`src/rtl/ps2_kbd_events.sv`:
```
// PS/2 set-2 scancode to key-event decoder with event FIFO; optional modifier stamping via `PS2_KBD_MODIFIERS_EN.
// Latency: final byte strobe in cycle N -> event visible in N+1 (FIFO first-word fall-through).
// Backpressure: event_ready_i pops the head; a full FIFO drops new events and sets sticky overflow_o.
module ps2_kbd_events #(
  parameter int FIFO_DEPTH = 8
) (
  input  logic        clk,
  input  logic        reset_i,
  input  logic [7:0]  ps2_code_i,
  input  logic        ps2_strobe_i,
  input  logic        ps2_err_i,
  output logic [15:0] event_o,
  output logic        event_valid_o,
  input  logic        event_ready_i,
  output logic        overflow_o,
  output logic        err_o,
  input  logic        clr_i
);

  localparam int AW = $clog2(FIFO_DEPTH);
  localparam logic [AW-1:0] PTR_ONE = 1;
  localparam logic [AW:0]   CNT_ONE = 1;

  typedef enum logic [1:0] {S_IDLE, S_E0, S_F0, S_E0F0} state_t;

  state_t        state;
  logic [AW-1:0] wr_ptr, rd_ptr;
  logic [AW:0]   count;
  logic [15:0]   mem [FIFO_DEPTH];

  logic        is_brk, is_ext, ignored, emit, full, push, pop;
  logic [2:0]  mod_bits;
  logic [15:0] ev_word;

  assign is_brk  = (state == S_F0) || (state == S_E0F0);
  assign is_ext  = (state == S_E0) || (state == S_E0F0);
  assign ignored = ps2_code_i inside {8'h00, 8'hAA, 8'hEE, 8'hFA, 8'hFE, 8'hFF, 8'hE1};

  always_comb begin
    emit = 1'b0;
    if (ps2_strobe_i && !ps2_err_i) begin
      case (state)
        S_IDLE:  emit = !(ignored || ps2_code_i == 8'hE0 || ps2_code_i == 8'hF0);
        S_E0:    emit = (ps2_code_i != 8'hF0);
        default: emit = (ps2_code_i != 8'hE0) && (ps2_code_i != 8'hF0);
      endcase
    end
  end

`ifdef PS2_KBD_MODIFIERS_EN
  // {ralt, lalt, rctrl, lctrl, rshift, lshift}
  logic [5:0] mods, mods_nxt;

  always_comb begin
    mods_nxt = mods;
    if (emit) begin
      case (ps2_code_i)
        8'h12: if (!is_ext) mods_nxt[0] = !is_brk;
        8'h59: if (!is_ext) mods_nxt[1] = !is_brk;
        8'h14: if (is_ext) mods_nxt[3] = !is_brk; else mods_nxt[2] = !is_brk;
        8'h11: if (is_ext) mods_nxt[5] = !is_brk; else mods_nxt[4] = !is_brk;
        default: ;
      endcase
    end
  end

  always_ff @(posedge clk) begin
    if (reset_i) mods <= '0;
    else         mods <= mods_nxt;
  end

  assign mod_bits = {mods_nxt[5] | mods_nxt[4], mods_nxt[3] | mods_nxt[2], mods_nxt[1] | mods_nxt[0]};
`else
  assign mod_bits = 3'b000;
`endif

  assign ev_word       = {3'b000, mod_bits, is_ext, is_brk, ps2_code_i};
  assign full          = count[AW];
  assign event_valid_o = (count != '0);
  assign pop           = event_valid_o && event_ready_i;
  // A full FIFO still accepts when the head leaves in the same cycle.
  assign push          = emit && (!full || pop);
  assign event_o       = event_valid_o ? mem[rd_ptr] : 16'h0000;

  always_ff @(posedge clk) begin
    if (push) mem[wr_ptr] <= ev_word;
  end

  always_ff @(posedge clk) begin
    if (reset_i) begin
      state      <= S_IDLE;
      wr_ptr     <= '0;
      rd_ptr     <= '0;
      count      <= '0;
      overflow_o <= 1'b0;
      err_o      <= 1'b0;
    end else begin
      if (ps2_err_i) begin
        state <= S_IDLE;
      end else if (ps2_strobe_i) begin
        case (state)
          S_IDLE: begin
            if (ps2_code_i == 8'hE0)      state <= S_E0;
            else if (ps2_code_i == 8'hF0) state <= S_F0;
          end
          S_E0:    state <= (ps2_code_i == 8'hF0) ? S_E0F0 : S_IDLE;
          default: state <= S_IDLE;
        endcase
      end

      if (push) wr_ptr <= wr_ptr + PTR_ONE;
      if (pop)  rd_ptr <= rd_ptr + PTR_ONE;
      case ({push, pop})
        2'b10:   count <= count + CNT_ONE;
        2'b01:   count <= count - CNT_ONE;
        default: ;
      endcase

      if (emit && full && !pop) overflow_o <= 1'b1;
      else if (clr_i)           overflow_o <= 1'b0;

      if (ps2_err_i)   err_o <= 1'b1;
      else if (clr_i)  err_o <= 1'b0;
    end
  end

endmodule

```
`config.mk`:
```
export PLATFORM = sky130hd
export DESIGN_NAME = ps2_kbd_events
export DESIGN_NICKNAME = d
export VERILOG_FILES = /design/src/rtl/ps2_kbd_events.sv
export SDC_FILE = /design/constraint.sdc
export NUM_CORES = 1
export LEC_CHECK = 0
export ABC_AREA = 1
export CAP_MARGIN = 0
export CORE_ASPECT_RATIO = 1.5
export CORE_MARGIN = 2
export CORE_UTILIZATION = 52
export CTS_CLUSTER_SIZE = 12
export DETAILED_ROUTE_END_ITERATION = 8
export PLACE_DENSITY = 0.86
export SYNTH_ARGS = -nofsm -noshare
export SYNTH_HDL_FRONTEND = slang
export SYNTH_SLANG_ARGS = --single-unit
```
`constraint.sdc`:
```
create_clock -name clk -period 2.15 [get_ports clk]
set_input_delay 0.3225 -clock clk [delete_from_list [all_inputs] [get_ports clk]]
set_output_delay 0.3225 -clock clk [all_outputs]
set_load 0.05 [all_outputs]
```
==> summary.txt <==
Outcome
  – Status: finished with violations
  – Failing checks: negative setup slack

Critical path
  – Reg2reg start: count[1]
  – Buf+Inv Stages, Crit Path: 3
  – Critical-path top delay cell: dfxtp_4
  – Max FO, Critical Path: 7
  – RR Endpoint: count[3]
  – Stages on worst setup path: 7
  – CP max stage delay: 0.39 ns
  – Setup CP Type: reg2out
  – Flop2flop setup slack: 0.17 ns
  – Crit. End Element: output port
  – Crit path to: event_o[6]
  – Family with the most delay on the worst path: compound AO/OA/AOI/OAI gates
  – Reg2Reg Depth: 12
  – Required @ worst endpoint: 1.83 ns
  – CP Launch Type: flop
  – Worst path cell trace: inv_8, buf_4, nor2_1, o22ai_1, o21ai_1, a31oi_1, buf_4
  – Crit-path most repeated cell: buf_4
  – Arrival time worst endpoint: 1.83 ns

STA
  – Pins over their slew limit: 0
  – Minimum clock period: 2.15 ns
  – Hold Slack: 0.331 ns
  – Final setup margin: -0.00366 ns
  – Worst slew margin relative to its limit: 65.8%
  – Period utilisation layout: 100%
  – Clock Skew: 0.00430 ns
  – RSZ-0062 raised after global routing: true
  – Final hold violations: 0
  – Final setup fails: 1
  – Max Fclk: 464 MHz
  – Worst slew pin tran: 0.511 ns
  – Setup TNS: -0.00366 ns

Die
  – Core box area: 0.00791 mm²
  – Initial core utilization: 52.8%
  – Ports: 33
  – Die width: 77.1 µm
  – Row Count: 40
  – Die Span Y: 114 µm
  – Die area: 0.00877 mm²

Place
  – Port Buffer Count: 26
  – Detailed placement HPWL: 6520 µm
  – Placer congestion estimate: 0.784

GRT
  – Grt total ovfl: 0
  – Antenna violations before repair: 0
  – First-pass GRT wire length: 14900 µm
  – Overall routing resource usage: 22.5%
  – Number of global-route vias before repair: 3130
  – Largest net degree at the start of global routing: 32

Clock tree
  – Clock Path Buffers: 2
  – TritonCTS clock tree: yes
  – CTS buffer count: 9
  – Root buf cell: clkbuf_16
  – Worst-path clk slew: 0.06 ns
  – Sink Count: 97
  – H-tree Lvls: 3
  – Worst-Skew Late Latency: 0.34 ns

Pwr
  – Overall Power: 6980 µW
  – Power Dens Cells: 1320 mW/mm²
  – Max VDD drop: 0.805 mV
  – Leakage: 0.00204 µW

Synth
  – Synth warnings: 0
  – Synth Instances: 390
  – Async S/R FF share, synth: 0%
  – Top FF cell, synth: edfxtp_1
  – Mapped Avg Cell Area: 10.7 µm²
  – Synth Cell Area: 0.00417 mm²
  – Seq/Total Area, Yosys: 65.7%
  – Unique cell type count in the Yosys netlist: 33
  – Post-synth EDFFs: 80
  – Synth Register Bits: 97

Drt
  – Total length of routed wires: 9730 µm
  – DR pass1 iterations: 5
  – Routed vias: 3180
  – DRC viols: 0
  – Drt via density: 5.57
  – WL/cell: 17.0 µm
  – Iteration-0 DRC count of the detailed router: 278
  – Post-DRT Antenna Nets: 0

Finish
  – ANT cells: 0
  – Fraction of layout cells with a size suffix above 1: 23.6%
  – Area Overhead vs Synth: 26.6%
  – Nets@finish: 480
  – Final core occ: 66.8%

Worst hold path
  – Worst Hold Class: in2reg

Job
  – Max-Cap Viols: 0
-- where the power goes --
group / switching (µW) / total (µW) / internal (µW) / leakage [µW]
Sequential: 124 / 2290 / 2170 / 0.000877
Clock: 622 / 1510 / 888 / 0.000136
Combinational: 1990 / 3180 / 1190 / 0.00103
-- flip-flops by register name, summed over array words and instances (netlist names), named ones only --
name        cells
count           4
err_o           1
mem            80
overflow_o      1
rd_ptr          3
state           2
wr_ptr          3
-- how the worst min path moves through the flow --
| stage | cells past startpoint | slack (ns) | to | start |
|---|---|---|---|---|
| 6_report | 1 | 0.33 | mem[1][5] | ps2_code_i[5] |
| 5_1_grt | 1 | 0.35 | mem[0][5] | ps2_code_i[5] |
| 4_1_cts | 2 | 0.47 | err_o | err_o |
| 3_5_place_dp | 2 | 0.46 | rd_ptr[2] | rd_ptr[2] |
| 3_3_place_gp | 2 | 0.45 | rd_ptr[2] | rd_ptr[2] |
| 2_1_floorplan | 1 | 0.38 | wr_ptr[2] | reset_i |
-- Yosys cell counts, types with 2 or more instances --
library cell,count,area (µm²)
nand4_1,3,18.8
o22ai_1,10,62.6
xor2_1,5,43.8
buf_2,2,10.0
buf_4,6,45.0
nor2_2,2,12.5
nand2_1,30,113
o21ai_0,56,280
edfxtp_1,80,2400
inv_2,2,7.51
nor2_1,85,319
nand3_1,6,30.0
o21ai_1,2,10.0
clkbuf_1,14,52.6
nand2_2,3,18.8
nor3_1,4,20.0
a31oi_1,10,62.6
inv_1,24,90.1
a21oi_1,12,60.1
ha_1,5,62.6
dfxtp_1,17,340
-- cell families (layout without fill, tap and decap cells) --
group                    after synthesis  in the layout  share of synthesized area [%]
adder cells (fa/ha/maj)                5              5                           1.50
other                                  1              6                         0.0899
flip-flops                            97             97                           65.7
XOR/XNOR                               6              6                           1.26
buffers and inverters                 49            120                           5.01
AO/OA/AOI/OAI                         94             94                           12.2
AND/OR/NAND/NOR                      138            138                           14.2
-- through the flow --
| stage | setup WS, ns | cells | instance area, µm² |
|---|---|---|---|
| floorplan | 0.0720 | 395 | 4250 |
| global placement | -0.555 | 549 | 4880 |
| detailed placement | -0.619 | 549 | 4880 |
| CTS | 0.0185 | 567 | 5180 |
| global route | -0.0299 | 571 | 5280 |
| finish | -0.00366 | 571 | 5280 |
-- layer usage --
layer | track usage [%] | vias up | share of wire, % | routed length (µm)
met5 | 0 | - | 0 | 0
met4 | 15.1 | 0 | 3.3 | 324
met2 | 38.0 | 130 | 54 | 5290
met1 | 25.9 | 1535 | 37 | 3580
met3 | 4.03 | 27 | 5.5 | 533
li1 | - | 1488 | - | -
-- cell type report --
| type | count | area (µm²) |
|---|---|---|
| clock buffer | 11 | 233 |
| tap | 105 | 131 |
| sequential | 97 | 2750 |
| clock inverter | 5 | 46.3 |
| multi-input combinational | 249 | 1310 |
| timing repair buffer | 78 | 702 |
| inverter | 26 | 110 |
| fill | 584 | 2630 |
-- layout by cell type, fill, tap and decap left out, drive strengths merged --
cell type,n
xnor2,1
clkinv,4
conb,6
o22ai,10
edfxtp,80
clkdlybuf4s50,7
o21ai,59
xor2,5
clkbuf,18
o21a,1
bufinv,1
nand3,8
inv,26
a31oi,10
nand4,4
nand2,33
o31ai,1
ha,5
a21oi,13
nor3,5
nor2,88
dfxtp,17
buf,61
clkdlybuf4s15,3
-- worst reg2reg max path: cells and delay by family, from the launching register on --
kind                       cells  cell delay, ns
buffers and inverters          3            0.33
AOI/OAI and AO/OA              2            0.18
DFF                            1            0.38
and+or+nand+nor                4            0.42
xor gates and xnor gates       2            0.35
adders and majority gates      1            0.24
-- what timing repair did --
action                                  CTS  global route
gates cloned                              0             2
hold buffers                              0             0
pin swaps                                 1             2
buffers inserted                          2             2
resized for setup                        16            27
endpoints found under the setup margin   22             7
(Power assumes the default switching activity.)
